===== src/rtl/acc_bank.sv =====
// acc_bank: bank of DEPTH accumulators with LOAD/ADD/SUB/READ, valid/ready input and clear-all sweep.
// Optional macro ACC_SAT_EN: ADD/SUB clamp on carry/borrow instead of wrapping.
module acc_bank #(
  parameter int WIDTH = 32,
  parameter int DEPTH = 4,
  parameter int SEL_W = 2
) (
  input  logic             clk,
  input  logic             rst,
  input  logic             in_valid,
  output logic             in_ready,
  input  logic [1:0]       in_op,
  input  logic [SEL_W-1:0] in_sel,
  input  logic [WIDTH-1:0] in_data,
  input  logic             clr_all,
  output logic             out_valid,
  output logic [SEL_W-1:0] out_sel,
  output logic [WIDTH-1:0] out_data,
  output logic             out_ovf,
  output logic             busy
);

  localparam logic [1:0] OP_LOAD = 2'b00;
  localparam logic [1:0] OP_ADD  = 2'b01;
  localparam logic [1:0] OP_SUB  = 2'b10;
  localparam logic [1:0] OP_READ = 2'b11;
  localparam logic [SEL_W-1:0] LAST_IDX = SEL_W'(DEPTH - 1);

  typedef enum logic {IDLE, SWEEP} state_t;

  state_t           state_reg, state_next;
  logic [SEL_W-1:0] idx_reg;
  logic             accept;
  logic [DEPTH-1:0] hit;
  logic             sel_ok;
  logic [WIDTH-1:0] acc_val [DEPTH];
  logic [WIDTH-1:0] cur;
  logic [WIDTH:0]   sum;
  logic [WIDTH-1:0] diff;
  logic             borrow;
  logic [WIDTH-1:0] res_next;
  logic             ovf_next;
  logic             wr_en;

  // State register and sweep index
  always_ff @(posedge clk or negedge rst) begin
    if (!rst) begin
      state_reg <= IDLE;
      idx_reg   <= '0;
    end else begin
      state_reg <= state_next;
      if (state_reg == SWEEP) begin
        idx_reg <= (idx_reg == LAST_IDX) ? '0 : idx_reg + 1'b1;
      end
    end
  end

  always_comb begin
    state_next = state_reg;
    case (state_reg)
      IDLE:    if (clr_all) state_next = SWEEP;
      SWEEP:   if (idx_reg == LAST_IDX) state_next = IDLE;
      default: state_next = IDLE;
    endcase
  end

  always_comb begin
    in_ready = (state_reg == IDLE) && !clr_all;
    busy     = (state_reg == SWEEP);
  end

  assign accept = in_valid && in_ready;

  // One-hot decode of the select; out-of-range selects match nothing
  generate
    for (genvar gi = 0; gi < DEPTH; gi++) begin : g_hit
      assign hit[gi] = (in_sel == SEL_W'(gi));
    end
  endgenerate

  assign sel_ok = |hit;

  always_comb begin
    cur = '0;
    for (int i = 0; i < DEPTH; i++) begin
      if (hit[i]) cur = acc_val[i];
    end
  end

  assign sum    = {1'b0, cur} + {1'b0, in_data};
  assign diff   = cur - in_data;
  assign borrow = (in_data > cur);

  always_comb begin
    res_next = cur;
    ovf_next = 1'b0;
    case (in_op)
      OP_LOAD: res_next = in_data;
      OP_ADD: begin
        ovf_next = sum[WIDTH];
`ifdef ACC_SAT_EN
        res_next = sum[WIDTH] ? {WIDTH{1'b1}} : sum[WIDTH-1:0];
`else
        res_next = sum[WIDTH-1:0];
`endif
      end
      OP_SUB: begin
        ovf_next = borrow;
`ifdef ACC_SAT_EN
        res_next = borrow ? '0 : diff;
`else
        res_next = diff;
`endif
      end
      default: res_next = cur;
    endcase
    if (!sel_ok) begin
      res_next = '0;
      ovf_next = 1'b0;
    end
  end

  assign wr_en = accept && sel_ok && (in_op != OP_READ);

  // Sweep clear and a transaction write can never collide: writes need IDLE
  generate
    for (genvar gi = 0; gi < DEPTH; gi++) begin : g_acc
      logic [WIDTH-1:0] acc_reg;
      always_ff @(posedge clk or negedge rst) begin
        if (!rst) begin
          acc_reg <= '0;
        end else if (busy && (idx_reg == SEL_W'(gi))) begin
          acc_reg <= '0;
        end else if (wr_en && hit[gi]) begin
          acc_reg <= res_next;
        end
      end
      assign acc_val[gi] = acc_reg;
    end
  endgenerate

  always_ff @(posedge clk or negedge rst) begin
    if (!rst) begin
      out_valid <= 1'b0;
      out_sel   <= '0;
      out_data  <= '0;
      out_ovf   <= 1'b0;
    end else begin
      out_valid <= accept;
      if (accept) begin
        out_sel  <= in_sel;
        out_data <= res_next;
        out_ovf  <= ovf_next;
      end
    end
  end

endmodule

===== config.mk =====
export PLATFORM = sky130hd
export DESIGN_NAME = acc_bank
export DESIGN_NICKNAME = d
export VERILOG_FILES = /design/src/rtl/acc_bank.sv
export SDC_FILE = /design/constraint.sdc
export NUM_CORES = 1
export LEC_CHECK = 0
export ABC_AREA = 1
export ABC_CLOCK_PERIOD_IN_PS = 5800
export BUFFER_PORTS_ARGS = -buffer_cell sky130_fd_sc_hd__clkbuf_2
export CAP_MARGIN = 10
export CORE_UTILIZATION = 40
export CTS_BUF_LIST = sky130_fd_sc_hd__clkbuf_2
export DETAILED_ROUTE_END_ITERATION = 10
export GPL_ROUTABILITY_DRIVEN = 0
export GPL_TIMING_DRIVEN = 0
export PLACE_DENSITY = 0.6
export RECOVER_POWER = 50
export SLEW_MARGIN = 25
export SYNTH_ARGS = -nofsm -noshare
export SYNTH_HDL_FRONTEND = slang
export SYNTH_SLANG_ARGS = --single-unit

===== constraint.sdc =====
create_clock -name clk -period 5.8 [get_ports clk]
set_input_delay 0.87 -clock clk [delete_from_list [all_inputs] [get_ports clk]]
set_output_delay 0.87 -clock clk [all_outputs]
set_load 0.005 [all_outputs]

; Word-level counts from Yosys, hierarchy flattened
; Cells that the tools add are included.
; W data, S select, Z words.
[classes]
n_addsub = 3
n_lt_le_gt_ge = 1
eq_ne = 9
mux = 20
bitwise = 1
n_reduce_logical = 21
[op_table]
columns = operator, count
row1 = $mux W32, 13
row2 = $pmux W32 S3, 1
row3 = $add A32 B32 Y33, 1
row4 = $gt A32 B32 Y1, 1
row5 = $sub A32 B32 Y32, 1
row6 = $logic_and A1 B1 Y1, 12
row7 = $eq A2 B2 Y1 const B, 5
row8 = $reduce_bool A2 Y1, 4
row9 = $eq A2 B1 Y1 const B, 3
row10 = $logic_not A2 Y1, 3
row11 = $pmux W1 S2, 2
row12 = $reduce_or A4 Y1, 1
row13 = $mux W1, 3
row14 = $add A2 B1 Y2 const B, 1
row15 = $mux W2, 1
row16 = $ne A2 B2 Y1 const B, 1
row17 = $logic_not A1 Y1, 1
row18 = $not A1 Y1, 1
[word_totals]
regBits = 167
in_bits = 40
output_inout_bits = 38
word_cells = 65

; Depth between registers and ports, before layout
[logic_depth]
ltp_word = 10
depth_mapped = 24
mapped_depth_nobuf = 22

; Worst setup path before layout
; Ideal clock, no wire load.
[synth_timing]
kind = input to register
from = input in_sel[1]
to = register g_acc[2].acc_reg[27]
setup_time_ps = 118
arrival_time_ps = 3022
t_required_ps = 5682
path_slack_ps = 2660
path_stages = 20
path_buffers = 3
cell_sequence = buf_6 > buf_6 > a221oi_1 > nand2_1 > o21ai_1 > inv_1 > ha_1 > buf_6 > nor2_1 > inv_1 > nor2_1 > nand2_1 > nor3_1 > nand2_1 > nand2_1 > nand2_1 > nand3_1 > nand3_2 > nand3_1 > nand2_1
[synth_via]
elab_chain_len = 10
elab_cells_between_ends = 19
classes_between = add/sub: 2 / eq/ne: 3 / mux: 8 / reduce/logical: 6
[synth_lines]
columns = item, line_no
row1 = from (decl), 13  ; input logic [SEL_W-1:0] in_sel,
row2 = $logic_not A2 Y1, 77  ; assign hit[gi] = (in_sel == SEL_W'(gi));
row3 = $mux W32 (4 in a row), 86  ; if (hit[i]) cur = acc_val[i];
row4 = $sub A32 B32 Y32 or $add A32 B32 Y33 (tied branches), "91, 90"
row5 = $pmux W32 S3, 97  ; case (in_op)
row6 = $mux W32, 117  ; if (!sel_ok) begin
row7 = $mux W32, 134  ; end else if (wr_en && hit[gi]) begin
row8 = $mux W32, 132  ; end else if (busy && (idx_reg == SEL_W'(gi))) begin
row9 = to (signal assigned), 135  ; acc_reg <= res_next;
row10 = to (decl), 128  ; logic [WIDTH-1:0] acc_reg;
; Several ways; a longest one is shown, not always the timed one. The select of a mux whose other input is x is not followed.
; A chain may end at the register's enable or synchronous reset.

==> results.cfg <==
[run_status]
outcome = finished with violations
violations = capacitance limit, slew limit

[route]
final_antenna_net_count = 0
vias_per_cell = 5.320
vias = 13630
drc_errors = 0
drtIter0Drc = 1347
detail_route.wl_per_cell_um = 17.73
drtPass1Iterations = 7
wirelength_mm = 45.45

[cts]
cts_tree = built
post-cts-setup-buffer-count = 0
clock_sinks = 167
cts.path.max_buffers = 2
cts_buffers = 17
root_buffer = clkbuf_2
htreeDepth = 4
clkTransAtPathRegs_ns = 0.25
cts.repair.resized = 0
insertion_delay_ns = 0.79

[worst_setup_path]
critPathSlowestCell = clkbuf_2
crit_chain = dlygate4sd3_1 > clkbuf_1 > clkbuf_2
start_kind = primary input
cp-end-kind = async pin
r2r_slack_ns = 2.56
ff2ff_path_depth = 18
critPathArrivalTime_ns = 4.67
r2r_start = g_acc[0].acc_reg[14]
path_class = in -> async
required_ns = 6.33
r2r_end = out_data[31]
max_stage_delay_ns = 1.63
worst-path-max-fanout = 80

[logic_synthesis]
syn_inst = 2008
synth.most_common_cell = nand2_1
yosys.area_share.simple_pct = 35.88
synthTopCellsByArea = dfrtp_1 31%, nand2_1 19%, inv_1 7.9%
synth_edf_count = 0
synthAdderAreaFrac_pct = 7.214
synth_top_family_by_area = simple AND/OR/NAND/NOR gates
syn_area_per_cell_sq_um = 6.668
synth_xor_xnor_area_share_pct = 0
synth_top_area_share_pct = 31.21
synth_area_sq_um = 13390
synth_compound_area_share_pct = 13.51
synth_common_cells = 670 x nand2_1, 281 x inv_1, 202 x nand3_1
ys_seq_elements = 167
yosys_warnings = 0
async_flop_share_pct = 100.0
netlist-cell-type-count = 52
synthFlopType = dfrtp_1
synth_area_leader_cell = dfrtp_1
synthMuxAreaShare_pct = 0
ys_seq_area_share_pct = 31.21
syn_nets = 2124

[timing]
slew_violations = 118
whs_ns = 0.3434
tightest_slew_ns = 2.158
setup_viol_count_final = 0
finalClockSkew_ns = 0.04996
hold_violations = 0
rsz0062_at_grt = no
fin_tns_setup_ns = 0
slew_headroom_pct = -43.86
fmax_mhz = 241.6
min_period_ns = 4.140
min_period_over_period_pct = 71.37

[finish]
stdcell_area_sq_um = 14650
drive_gt1_share_pct = 13.35
nets = 2223
final_util_pct = 44.80
largest_reg_flops = 128
syn_to_final_growth_pct = 9.400

[global_routing]
track_usage_pct = 27.37
first_global_vias = 12830
busiest_layer = met2
grt_use_met2_pct = 43.25
overflow = 0
grt_use_met1_pct = 38.83
grt_pass1_wl_mm = 71.53
antenna_found_initial = 1
grtUsageMet3_pct = 2.576
grt_max_degree = 81

[min_path]
hold-path-endpoint = busy
holdCritPathClass = in -> reg
hp-start = clr_all
whs_path_depth = 3

[placement]
placedInstanceArea_sq_um = 14390
hpwl_mm = 35.99
io_buffers = 77

[power]
peakVddDrop_mv = 0.1919
leakagePower_nw = 8.184
power.density_nw_per_um2 = 277.8

[die]
start_util_pct = 40.95
die_w_um = 185.0
coreArea_sq_um = 32700
rows = 66
ios = 78
die-area_sq_um = 34210
die_height_um = 185.0

[run]
max_cap_viol_count = 2
-- routing by layer --
metal | vias up | part of all wire, %
met3 | 86 | 7.1
met4 | 0 | 3.0
met2 | 520 | 45
met5 | - | 0
met1 | 6413 | 45
li1 | 6615 | -
-- what timing repair did --
item / in CTS / in global routing
hold buffers: 1 / 0
hold endpoints to repair: 35 / 0
setup endpoints to repair: 0 / 0
-- where the power goes --
part | switching (W) | internal, W | leakage, nW
combinational | 0.00123 | 0.000569 | 5.74
sequential | 0.000126 | 0.00139 | 2.27
clock | 0.000454 | 0.000296 | 0.173
-- cells by family (layout without fill, tap and decap cells) --
kind of cell / after synthesis / after routing
AO/OA/AOI/OAI: 303 / 303
buffers and inverters: 389 / 501
adder cells (fa/ha/maj): 76 / 76
flip-flops: 167 / 167
AND/OR/NAND/NOR: 1073 / 1073
other: 0 / 1
-- stage by stage --
| step | setup slack [ns] | cells | total power (W) |
|---|---|---|---|
| final | 1.660 | 2563 | 0.004070 |
| after global routing | 1.022 | 2563 | 0.004365 |
| after CTS | 2.326 | 2562 | 0.004082 |
| after detailed placement | 1.443 | 2529 | 0.003325 |
| after global placement | 0.7154 | 2527 | 0.003294 |
| after floorplan | 2.660 | 2008 | 0.002697 |
-- worst max path at each step --
| stage | startpoint | end | slack (ns) | depth (start not counted) |
|---|---|---|---|---|
| global route | rst | g_acc[3].acc_reg[25] | 1.02 | 3 |
| global placement | rst | out_data[29] | 0.72 | 1 |
| detailed placement | in_sel[0] | out_data[12] | 1.44 | 14 |
| floorplan | in_sel[1] | g_acc[2].acc_reg[27] | 2.66 | 20 |
| CTS | in_sel[0] | out_data[12] | 2.33 | 15 |
| finish | rst | g_acc[1].acc_reg[26] | 1.66 | 3 |
-- area by class of cell --
type | count | area [sq um]
Fill cell | 3538 | 18050
Multi-Input combinational cell | 1452 | 7575
Clock inverter | 15 | 214.0
Clock buffer | 17 | 85.08
Antenna cell | 1 | 2.502
Inverter | 314 | 1184
Timing Repair Buffer | 80 | 419.2
Tap cell | 442 | 553.0
Sequential cell | 167 | 4179
Buffer | 75 | 437.9
-- worst max-delay path, delay by kind of cell --
| kind | cells | cell delay, ns |
|---|---|---|
| buffers and inverters | 3 | 3.69 |
-- cells in the final DEF (no fill, tap or decap), types with 51 or more instances in the layout --
master,synthesis,routed
a21oi_1,70,70
nand2_1,670,671
clkbuf_2,1,89
nand3_1,202,202
ha_1,74,74
o21ai_1,51,51
nor2_1,84,85
dfrtp_1,167,167
o21ai_0,83,83
inv_1,281,283
(Power assumes the default switching activity.)
